===== src/rtl/exec_writeback_if.sv =====
// Decode <-> execute/write-back boundary: decoded operands and control flow one way,
// stall, redirect and write-back flow the other.
interface exec_writeback_if;
  logic        in_valid;
  logic [4:0]  in_rs1;
  logic [4:0]  in_rs2;
  logic [31:0] in_rd1;
  logic [31:0] in_rd2;
  logic [31:0] in_imm;
  logic [4:0]  in_write_reg;
  logic        in_reg_wren;
  logic        in_branch;
  logic        in_load;
  logic        in_mem_wren;
  logic        in_alu_src;
  logic [4:0]  in_alu_op;
  logic [4:0]  in_pc;
  logic        stall;
  logic [4:0]  jump_pc;
  logic        should_jump;
  logic [4:0]  wb_reg;
  logic [31:0] wb_data;
  logic        wb_wren;

  modport master (
    output in_valid, in_rs1, in_rs2, in_rd1, in_rd2, in_imm, in_write_reg, in_reg_wren,
           in_branch, in_load, in_mem_wren, in_alu_src, in_alu_op, in_pc,
    input  stall, jump_pc, should_jump, wb_reg, wb_data, wb_wren
  );

  modport slave (
    input  in_valid, in_rs1, in_rs2, in_rd1, in_rd2, in_imm, in_write_reg, in_reg_wren,
           in_branch, in_load, in_mem_wren, in_alu_src, in_alu_op, in_pc,
    output stall, jump_pc, should_jump, wb_reg, wb_data, wb_wren
  );
endinterface


===== src/rtl/exec_writeback.sv =====
// Execute / memory / write-back back end of the 5-bit-PC CPU: ALU with forwarding,
// branch resolution with a 2-slot squash shadow, load-use stall and an internal data RAM.
module exec_writeback #(
  parameter int DMEM_AW = 5
) (
  input  logic           clk,
  input  logic           rst_n,
  exec_writeback_if.slave bus
);
  localparam logic [4:0] OP_ADD = 5'd0, OP_SUB = 5'd1, OP_AND = 5'd2, OP_OR = 5'd3,
                         OP_XOR = 5'd4, OP_SLL = 5'd5, OP_SRL = 5'd6, OP_SRA = 5'd7,
                         OP_SLT = 5'd8, OP_SLTU = 5'd9,
                         OP_BEQ = 5'd16, OP_BNE = 5'd17, OP_BLT = 5'd18, OP_BGE = 5'd19;

  logic        s1_valid, s1_reg_wren, s1_branch, s1_load, s1_mem_wren, s1_alu_src;
  logic [4:0]  s1_rs1, s1_rs2, s1_rd, s1_op, s1_pc;
  logic [31:0] s1_rd1, s1_rd2, s1_imm;

  logic        s2_valid, s2_reg_wren, s2_load, s2_mem_wren;
  logic [4:0]  s2_rd;
  logic [31:0] s2_result, s2_store;

  logic        s3_valid, s3_reg_wren, s3_load;
  logic [4:0]  s3_rd;
  logic [31:0] s3_result, s3_rdata;

  logic        should_jump_q;
  logic [4:0]  jump_pc_q;

  logic [31:0] dmem [0:(1<<DMEM_AW)-1];
  logic [DMEM_AW-1:0] s2_addr;

  logic        s2_fwd_ok, wb_wren, taken, squash, stall;
  logic [31:0] wb_data, op_a, fwd_rd2, op_b, alu_y;
  logic        br_cond;

  assign wb_wren   = s3_valid & s3_reg_wren & (s3_rd != 5'd0);
  assign wb_data   = s3_load ? s3_rdata : s3_result;
  // A load in S2 has no data yet; the load-use stall keeps dependents from needing it.
  assign s2_fwd_ok = s2_valid & s2_reg_wren & ~s2_load;

  always_comb begin
    op_a = s1_rd1;
    if (s1_rs1 != 5'd0 && s2_fwd_ok && s2_rd == s1_rs1)      op_a = s2_result;
    else if (s1_rs1 != 5'd0 && wb_wren && s3_rd == s1_rs1)  op_a = wb_data;
    fwd_rd2 = s1_rd2;
    if (s1_rs2 != 5'd0 && s2_fwd_ok && s2_rd == s1_rs2)      fwd_rd2 = s2_result;
    else if (s1_rs2 != 5'd0 && wb_wren && s3_rd == s1_rs2)  fwd_rd2 = wb_data;
  end

  assign op_b = s1_alu_src ? s1_imm : fwd_rd2;

  always_comb begin
    alu_y = 32'd0;
    case (s1_op)
      OP_ADD:  alu_y = op_a + op_b;
      OP_SUB:  alu_y = op_a - op_b;
      OP_AND:  alu_y = op_a & op_b;
      OP_OR:   alu_y = op_a | op_b;
      OP_XOR:  alu_y = op_a ^ op_b;
      OP_SLL:  alu_y = op_a << op_b[4:0];
      OP_SRL:  alu_y = op_a >> op_b[4:0];
      OP_SRA:  alu_y = $signed(op_a) >>> op_b[4:0];
      OP_SLT:  alu_y = {31'd0, $signed(op_a) < $signed(op_b)};
      OP_SLTU: alu_y = {31'd0, op_a < op_b};
      default: alu_y = 32'd0;
    endcase
  end

  always_comb begin
    br_cond = 1'b0;
    case (s1_op)
      OP_BEQ:  br_cond = (op_a == op_b);
      OP_BNE:  br_cond = (op_a != op_b);
      OP_BLT:  br_cond = ($signed(op_a) <  $signed(op_b));
      OP_BGE:  br_cond = ($signed(op_a) >= $signed(op_b));
      default: br_cond = 1'b0;
    endcase
  end

  assign taken  = s1_valid & s1_branch & br_cond;
  // Shadow: the instruction entering on the resolve edge and the one presented during the pulse.
  assign squash = taken | should_jump_q;
  assign stall  = s1_valid & s1_load & (s1_rd != 5'd0) & bus.in_valid &
                  ((s1_rd == bus.in_rs1) | (s1_rd == bus.in_rs2));

  always_ff @(posedge clk or negedge rst_n) begin
    if (!rst_n) begin
      s1_valid <= 1'b0; s1_reg_wren <= 1'b0; s1_branch <= 1'b0; s1_load <= 1'b0;
      s1_mem_wren <= 1'b0; s1_alu_src <= 1'b0;
      s1_rs1 <= '0; s1_rs2 <= '0; s1_rd <= '0; s1_op <= '0; s1_pc <= '0;
      s1_rd1 <= '0; s1_rd2 <= '0; s1_imm <= '0;
      s2_valid <= 1'b0; s2_reg_wren <= 1'b0; s2_load <= 1'b0; s2_mem_wren <= 1'b0;
      s2_rd <= '0; s2_result <= '0; s2_store <= '0;
      s3_valid <= 1'b0; s3_reg_wren <= 1'b0; s3_load <= 1'b0;
      s3_rd <= '0; s3_result <= '0;
      should_jump_q <= 1'b0; jump_pc_q <= '0;
    end else begin
      s1_valid    <= bus.in_valid & ~stall & ~squash;
      s1_reg_wren <= bus.in_reg_wren;
      s1_branch   <= bus.in_branch;
      s1_load     <= bus.in_load;
      s1_mem_wren <= bus.in_mem_wren;
      s1_alu_src  <= bus.in_alu_src;
      s1_rs1      <= bus.in_rs1;
      s1_rs2      <= bus.in_rs2;
      s1_rd       <= bus.in_write_reg;
      s1_op       <= bus.in_alu_op;
      s1_pc       <= bus.in_pc;
      s1_rd1      <= bus.in_rd1;
      s1_rd2      <= bus.in_rd2;
      s1_imm      <= bus.in_imm;

      s2_valid    <= s1_valid;
      s2_reg_wren <= s1_reg_wren & ~s1_branch & ~s1_mem_wren;
      s2_load     <= s1_load;
      s2_mem_wren <= s1_mem_wren;
      s2_rd       <= s1_rd;
      s2_result   <= alu_y;
      s2_store    <= fwd_rd2;

      s3_valid    <= s2_valid;
      s3_reg_wren <= s2_reg_wren;
      s3_load     <= s2_load;
      s3_rd       <= s2_rd;
      s3_result   <= s2_result;

      should_jump_q <= taken;
      if (taken) jump_pc_q <= s1_pc + s1_imm[4:0];
    end
  end

  assign s2_addr = s2_result[DMEM_AW+1:2];

  // A store in S2 writes on the same edge a following load would otherwise read, so a
  // load directly behind a store to the same word reads it one edge later and sees new data.
  always_ff @(posedge clk) begin
    if (s2_valid && s2_mem_wren) dmem[s2_addr] <= s2_store;
    s3_rdata <= dmem[s2_addr];
  end

  assign bus.stall       = stall;
  assign bus.jump_pc     = jump_pc_q;
  assign bus.should_jump = should_jump_q;
  assign bus.wb_reg      = s3_rd;
  assign bus.wb_data     = wb_data;
  assign bus.wb_wren     = wb_wren;
endmodule

===== src/flat_wrapper.sv =====
// flat-port wrapper written by rule: the top's interface ports become plain ports
module exec_writeback_flat 
#(
  parameter int DMEM_AW = 5
)
  (clk, rst_n, bus_in_valid, bus_in_rs1, bus_in_rs2, bus_in_rd1, bus_in_rd2, bus_in_imm, bus_in_write_reg, bus_in_reg_wren, bus_in_branch, bus_in_load, bus_in_mem_wren, bus_in_alu_src, bus_in_alu_op, bus_in_pc, bus_stall, bus_jump_pc, bus_should_jump, bus_wb_reg, bus_wb_data, bus_wb_wren);
  exec_writeback_if bus_i ();
  input  logic clk;
  input  logic rst_n;
  input wire logic [$bits(bus_i.in_valid)-1:0] bus_in_valid;
  input wire logic [$bits(bus_i.in_rs1)-1:0] bus_in_rs1;
  input wire logic [$bits(bus_i.in_rs2)-1:0] bus_in_rs2;
  input wire logic [$bits(bus_i.in_rd1)-1:0] bus_in_rd1;
  input wire logic [$bits(bus_i.in_rd2)-1:0] bus_in_rd2;
  input wire logic [$bits(bus_i.in_imm)-1:0] bus_in_imm;
  input wire logic [$bits(bus_i.in_write_reg)-1:0] bus_in_write_reg;
  input wire logic [$bits(bus_i.in_reg_wren)-1:0] bus_in_reg_wren;
  input wire logic [$bits(bus_i.in_branch)-1:0] bus_in_branch;
  input wire logic [$bits(bus_i.in_load)-1:0] bus_in_load;
  input wire logic [$bits(bus_i.in_mem_wren)-1:0] bus_in_mem_wren;
  input wire logic [$bits(bus_i.in_alu_src)-1:0] bus_in_alu_src;
  input wire logic [$bits(bus_i.in_alu_op)-1:0] bus_in_alu_op;
  input wire logic [$bits(bus_i.in_pc)-1:0] bus_in_pc;
  output wire logic [$bits(bus_i.stall)-1:0] bus_stall;
  output wire logic [$bits(bus_i.jump_pc)-1:0] bus_jump_pc;
  output wire logic [$bits(bus_i.should_jump)-1:0] bus_should_jump;
  output wire logic [$bits(bus_i.wb_reg)-1:0] bus_wb_reg;
  output wire logic [$bits(bus_i.wb_data)-1:0] bus_wb_data;
  output wire logic [$bits(bus_i.wb_wren)-1:0] bus_wb_wren;
  assign bus_i.in_valid = bus_in_valid;
  assign bus_i.in_rs1 = bus_in_rs1;
  assign bus_i.in_rs2 = bus_in_rs2;
  assign bus_i.in_rd1 = bus_in_rd1;
  assign bus_i.in_rd2 = bus_in_rd2;
  assign bus_i.in_imm = bus_in_imm;
  assign bus_i.in_write_reg = bus_in_write_reg;
  assign bus_i.in_reg_wren = bus_in_reg_wren;
  assign bus_i.in_branch = bus_in_branch;
  assign bus_i.in_load = bus_in_load;
  assign bus_i.in_mem_wren = bus_in_mem_wren;
  assign bus_i.in_alu_src = bus_in_alu_src;
  assign bus_i.in_alu_op = bus_in_alu_op;
  assign bus_i.in_pc = bus_in_pc;
  assign bus_stall = bus_i.stall;
  assign bus_jump_pc = bus_i.jump_pc;
  assign bus_should_jump = bus_i.should_jump;
  assign bus_wb_reg = bus_i.wb_reg;
  assign bus_wb_data = bus_i.wb_data;
  assign bus_wb_wren = bus_i.wb_wren;
  exec_writeback #(.DMEM_AW(DMEM_AW)) u_core (.clk(clk), .rst_n(rst_n), .bus(bus_i));
endmodule

===== config.mk =====
export PLATFORM = sky130hd
export DESIGN_NAME = exec_writeback_flat
export DESIGN_NICKNAME = d
export VERILOG_FILES = /design/src/rtl/exec_writeback_if.sv /design/src/rtl/exec_writeback.sv /design/src/flat_wrapper.sv
export SDC_FILE = /design/constraint.sdc
export NUM_CORES = 2
export LEC_CHECK = 0
export ABC_CLOCK_PERIOD_IN_PS = 11600
export CAP_MARGIN = 20
export CORE_MARGIN = 4
export CORE_UTILIZATION = 55
export DETAILED_ROUTE_END_ITERATION = 7
export GPL_ROUTABILITY_DRIVEN = 0
export HOLD_SLACK_MARGIN = 0.05
export PLACE_DENSITY = 0.73
export SKIP_LAST_GASP = 1
export SYNTH_ARGS = -nofsm -noshare
export SYNTH_HDL_FRONTEND = slang
export SYNTH_SLANG_ARGS = --single-unit

===== constraint.sdc =====
create_clock -name clk -period 11.6 [get_ports clk]
set_clock_uncertainty 0.2 [all_clocks]
set_input_delay 2.9 -clock clk [delete_from_list [all_inputs] [get_ports clk]]
set_output_delay 2.9 -clock clk [all_outputs]
set_load 0.02 [all_outputs]

======== Word level (Yosys, flattened, before mapping) ========
Memories as Yosys holds them, arrays and structs flattened. A register that Yosys moved wholly into a read port is not among the register bits.
Cells that the tools add are included.
storage, ports and cells
  register bits after elaboration ......... 246
  RAM bits ................................ 1024
  input port bits ......................... 129
  memories kept ........................... 1
memories
  memory       words  bits a word  rd ports  clocked after Yosys merged registers in  write ports  RTL line              RTL
  u_core.dmem  32     32           1         1                                        1            exec_writeback.sv:30  logic [31:0] dmem [0:(1<<DMEM_AW)-1];
cells by class
  add/subtract/negate cells ............... 3
  order comparisons ....................... 3
  equality and inequality tests ........... 21
  shift operators ......................... 3
  multiplexer cells ....................... 10
  bitwise operators ....................... 24
  reduce and logical (&&, ||, !) cells .... 14
operators by type and width
  kind                                           number
  case mux 32 bit (10 select lines)              1
  2-to-1 mux 32 bit                              6
  < comparator 32 bit                            2
  adder 32 bit                                   1
  bitwise AND 32 bit                             1
  == test 32 bit                                 1
  greater-or-equal comparator 32 bit             1
  != test 32 bit                                 1
  OR 32 bit                                      1
  left shift 32 x 5 -> 32 bit                    1
  >> shifter 32 x 5 -> 32 bit                    1
  >>> shifter 32 x 5 -> 32 bit                   1
  subtractor 32 bit                              1
  XOR 32 bit                                     1
  == test 5 bit                                  6
  == test 5 x 3 -> 1 bit, second input constant  4
  == test 5 bit, second input constant           4
  nonzero test 5 bit                             4
  bitwise AND 1 bit                              14
  == test 5 x 2 -> 1 bit, second input constant  2
  == test 5 x 4 -> 1 bit, second input constant  2
  logical AND 1 bit                              9
  adder 5 bit                                    1
  == test 5 x 1 -> 1 bit, second input constant  1
  other kinds (5)                                11

======== Logic depth before layout (Yosys ltp) ========
  depth after elaboration ................. 13
  depth in mapped cells ................... 24

======== Worst setup path before layout ========
No wires, ideal clock.
  path kind ............................... input port to output port
  start ................................... in bus_in_rs2[3]
  end ..................................... out bus_stall
  arrival ................................. 3.687 ns
  setup slack ............................. 4.813 ns
  stages .................................. 4
  path through ............................ xor2_1 nor3_1 nand3_1 a21oi_1
on the way
  longest elaborated chain between the ends .. 3
RTL lines
  what               RTL line              RTL
  from (decl)        flat_wrapper.sv:12    input wire logic [$bits(bus_i.in_rs2)-1:0] bus_in_rs2;
  == test 5 bit      exec_writeback.sv:85  ((s1_rd == bus.in_rs1) | (s1_rd == bus.in_rs2));
  OR 1 bit           exec_writeback.sv:85
  bitwise AND 1 bit  exec_writeback.sv:84  assign stall = s1_valid & s1_load & (s1_rd != 5'd0) & bus.in_valid &
  to (decl)          flat_wrapper.sv:24    output wire logic [$bits(bus_i.stall)-1:0] bus_stall;
No other way between the ends.

======== Final worst setup path ========
  start ................................... reg u_core.s3_rd[1] (netlist: u_core.bus.wb_reg[1])
  end ..................................... reg u_core.jump_pc_q[2] (netlist: u_core.bus.jump_pc[2])
on the way
  longest elaborated chain between the ends .. 10
RTL lines
  what                                                        RTL line               RTL
  from (decl)                                                 exec_writeback.sv:24   logic [4:0] s3_rd;
  from (signal assigned)                                      exec_writeback.sv:125  s3_rd <= s2_rd;
  nonzero test 5 bit                                          exec_writeback.sv:37   assign wb_wren = s3_valid & s3_reg_wren & (s3_rd != 5'd0);
  bitwise AND 1 bit                                           exec_writeback.sv:37
  logical AND 1 bit (2 in a row)                              exec_writeback.sv:48   else if (s1_rs2 != 5'd0 && wb_wren && s3_rd == s1_rs2) fwd_rd2 = wb_data;
  2-to-1 mux 32 bit                                           exec_writeback.sv:48
  2-to-1 mux 32 bit                                           exec_writeback.sv:47   if (s1_rs2 != 5'd0 && s2_fwd_ok && s2_rd == s1_rs2) fwd_rd2 = s2_result;
  2-to-1 mux 32 bit                                           exec_writeback.sv:51   assign op_b = s1_alu_src ? s1_imm : fwd_rd2;
  greater-or-equal comparator 32 bit (tied with other cells)  exec_writeback.sv:76   OP_BGE: br_cond = ($signed(op_a) >= $signed(op_b));
  case mux 1 bit (4 select lines) (*)                         exec_writeback.sv:72   case (s1_op)
  bitwise AND 1 bit (*)                                       exec_writeback.sv:81   assign taken = s1_valid & s1_branch & br_cond;
  named net u_core.taken                                      exec_writeback.sv:33   logic s2_fwd_ok, wb_wren, taken, squash, stall;
  to (signal assigned)                                        exec_writeback.sv:129  if (taken) jump_pc_q <= s1_pc + s1_imm[4:0];
  to (decl)                                                   exec_writeback.sv:28   logic [4:0] jump_pc_q;
The timed path passes the listed nets; every way through them passes the cells marked *.
A chain may end at the register's enable or synchronous reset.

==> flow_summary.json <==
{
  "cts_hold_buffers": 0,
  "drt-initial-drc-count": 5813,
  "multiInputGateArea_um2": 18030,
  "status": "complete, but fails checks",
  "ys.warnings.count": 0,
  "setup_viol": 0,
  "h-tree-depth": 4,
  "die_h_um": 328.6,
  "coreArea_um2": 101900,
  "die-width_um": 328.6,
  "clockBufferDepth": 3,
  "hold_viol": 0,
  "dr_total_vias": 35520,
  "violations": "DRC",
  "placementRows": 117,
  "slowest_delay_ns": 0.84,
  "cts_resized": 0,
  "synthTopCellsByArea": "edfxtp_1 (54%), dfrtp_1 (11%), mux4_2 (10%)",
  "synth.cell_area_um2": 56530,
  "path_clk_slew_ns": 0.06,
  "viasPerCell": 6.805,
  "drt_wl_total_mm": 166.4,
  "cts_setup_buffers": 0,
  "crit_top_cell": "buf_4",
  "period_share_pct": 69.32,
  "required_ns": 12.02,
  "area_growth_pct": 13.73,
  "grt_pass1_wl_mm": 241.3,
  "yosysTopAreaCell": "edfxtp_1",
  "dp_slack_ns": 3.793,
  "synthCells": 3571,
  "worst_setup_path_start_kind": "register",
  "grt_overflow": 0,
  "clk-insertion-delay-late_ns": 0.77,
  "min_path_type": "register to register",
  "start_util_pct": 55.48,
  "critical_path_class": "register to register",
  "max-cap-violations": 0,
  "synthArstFlopShare_pct": 18.89,
  "cts-buffers-inserted": 131,
  "drc": 90,
  "p_leak_uw": 0.02191,
  "synth_edf_count": 1024,
  "synth_seq_cells": 1302,
  "worstMarginPinSlew_ns": 1.177,
  "port_buffers": 173,
  "setup_ws_ns": 3.559,
  "avgSynthCellArea_um2": 15.83,
  "setup_tns_ns": 0,
  "synth_top_area_share_pct": 54.40,
  "syn_nets": 3804,
  "cts_tree": "done",
  "slowest_stage": "a311oi_1",
  "nets": 3975,
  "crit_fanout": 60,
  "worstPathArrival_ns": 8.46,
  "clock-sinks": 1302,
  "grt_max_degree": 148,
  "die-area_um2": 108000,
  "routedWlPerCell_um": 31.88,
  "hpwl_mm": 102.5,
  "ctsRootBufferMaster": "clkbuf_16",
  "vdd_drop_max_mv": 0.1436,
  "top_register": "u_core.dmem",
  "p_per_area_nw_per_um2": 168.2,
  "dr.pass1.iters": 8,
  "power_uw": 10810,
  "largest_reg_flops": 1024,
  "grt_pass1_vias": 35000,
  "fmax_ghz": 0.1244,
  "ios": 174,
  "period_needed_ns": 8.041,
  "regArea_um2": 37560,
  "nFillCells": 7198,
  "synth_cell_type_count": 84,
  "slew_violations": 0,
  "rsz0062_at_grt": "false",
  "synth_ff_type": "edfxtp_1",
  "antenna_found_initial": 2,
  "maxSlewHeadroom_pct": 21.52,
  "ant_nets": 0,
  "drive_above_1_share_pct": 17.59,
  "ys_seq_area_share_pct": 66.42,
  "end_kind": "register",
  "path_cells": "or3_1 -> o311a_1 -> nor4bb_4 -> buf_4 -> mux2i_1 -> a21o_2 -> buf_4 -> inv_2 -> buf_4 -> ha_1 -> fa_1 -> nor2b_1 -> o311a_1 -> nor4_1 -> nand3_1 -> a311oi_1 -> o221ai_1 -> buf_4 -> a21o_1 -> a21oi_1 -> a31oi_1 -> nor2_1 -> mux2_2",
  "track_usage_pct": 30.87
}
## final cells by class
class	count	share of cell area [%]
multi-input combinational	1946	28.04
inverter	104	0.6072
sequential	1302	58.42
tap	1368	2.662
clock buffer	177	5.640
antenna	3	0.01168
timing repair buffer	257	3.752
clock inverter	62	0.8661
## cells in the mapped netlist, types with 14 or more instances
cell and count:
edfxtp_1 1024, mux4_2 256, dfrtp_1 246, mux2i_1 206, nor2_1 182, nand2_1 171, clkbuf_1 146, a22oi_1 132
o21ai_0 128, a21oi_1 126, ha_1 101, inv_1 100, mux2_2 82, nand4_1 45, buf_1 40, nor3_1 37
o21ai_1 35, a211oi_1 33, dfxtp_1 32, o22ai_1 32, nand3_1 31, xnor2_1 30, buf_2 29, a221oi_1 20
nor2b_1 17, o221ai_1 17, nand2b_1 16, o211ai_1 16, xor2_1 16, a21o_1 14, a31oi_1 14
## per-layer routing
| layer | GRT usage [%] | vias to the layer above | routed length [µm] |
|---|---|---|---|
| met5 | 0 | - | 0 |
| met4 | 13.12 | 0 | 7938 |
| met3 | 8.666 | 490 | 21410 |
| met2 | 45.12 | 2654 | 73990 |
| met1 | 44.05 | 17920 | 63020 |
| li1 | - | 14460 | - |
## logic make-up after synthesis
group,Yosys count,share of synthesized area [%]
flip-flops,1302,66.42
XOR/XNOR,46,0.7127
multiplexers,545,15.51
buffers and inverters,323,2.255
AND/OR/NAND/NOR,578,4.814
AO/OA/AOI/OAI,673,7.948
adder cells (fa/ha/maj),104,2.342
## metrics by stage
stage | util, % | hold WS (ns) | instance area (µm²) | instances
3_3_place_gp | 58.96 | 0.1558 | 60070 | 4976
2_1_floorplan | - | 0.1454 | 56530 | 3571
3_5_place_dp | 58.96 | 0.1700 | 60070 | 4976
5_1_grt | 63.09 | 0.1848 | 64280 | 5216
4_1_cts | 63.06 | 0.1751 | 64250 | 5215
6_report | 63.10 | 0.1706 | 64290 | 5219
## cells in the final DEF, fill, tap and decap left out, types with 33 or more instances in the layout
master and n:
nor2_4 33, a22oi_1 132, clkbuf_1 33, dfrtp_1 242, clkdlybuf4s50_1 172, clkbuf_16 135
mux2_2 82, a211oi_1 33, ha_1 101, mux2i_1 206, nand2_1 171, a21oi_1 126
edfxtp_1 1024, nand4_1 45, nor3_1 35, mux4_2 256, buf_4 81, o21ai_0 128
o21ai_1 35, inv_1 99, nor2_1 149
## worst max-delay path: cells and delay by family, from the launching register on
family / cells / cell delay [ns]
fa+ha+maj: 2 / 0.56
buf+inv: 5 / 1.58
simple gates: 6 / 2.20
compound gates: 8 / 2.28
mux: 2 / 0.60
flops: 1 / 0.42
## path summary, 6_finish.rpt
kind / slack (ns) / endpoint / start / depth (start not counted)
setup / recovery: 3.56 / u_core.bus.jump_pc[2] / u_core.bus.wb_reg[1] / 23
hold / removal: 0.17 / u_core.s3_load / u_core.s2_load / 0
setup reg to reg: 3.56 / u_core.bus.jump_pc[2] / u_core.bus.wb_reg[1] / 23
hold reg to reg: 0.17 / u_core.s3_load / u_core.s2_load / 0
max in group asynchronous: 7.56 / u_core.s2_result[2] / rst_n / 2
min in group asynchronous: 2.04 / u_core.s1_valid / rst_n / 1
## report_power, final
group	total, µW	leakage [µW]	switching, µW	internal (µW)
Clock	4140	0.00204	1770	2360
Combinational	1340	0.00742	811	528
Sequential	5340	0.0124	163	5170
Total	10800	0.0219	2750	8070
Note: power is estimated with default switching activity, not from simulation.
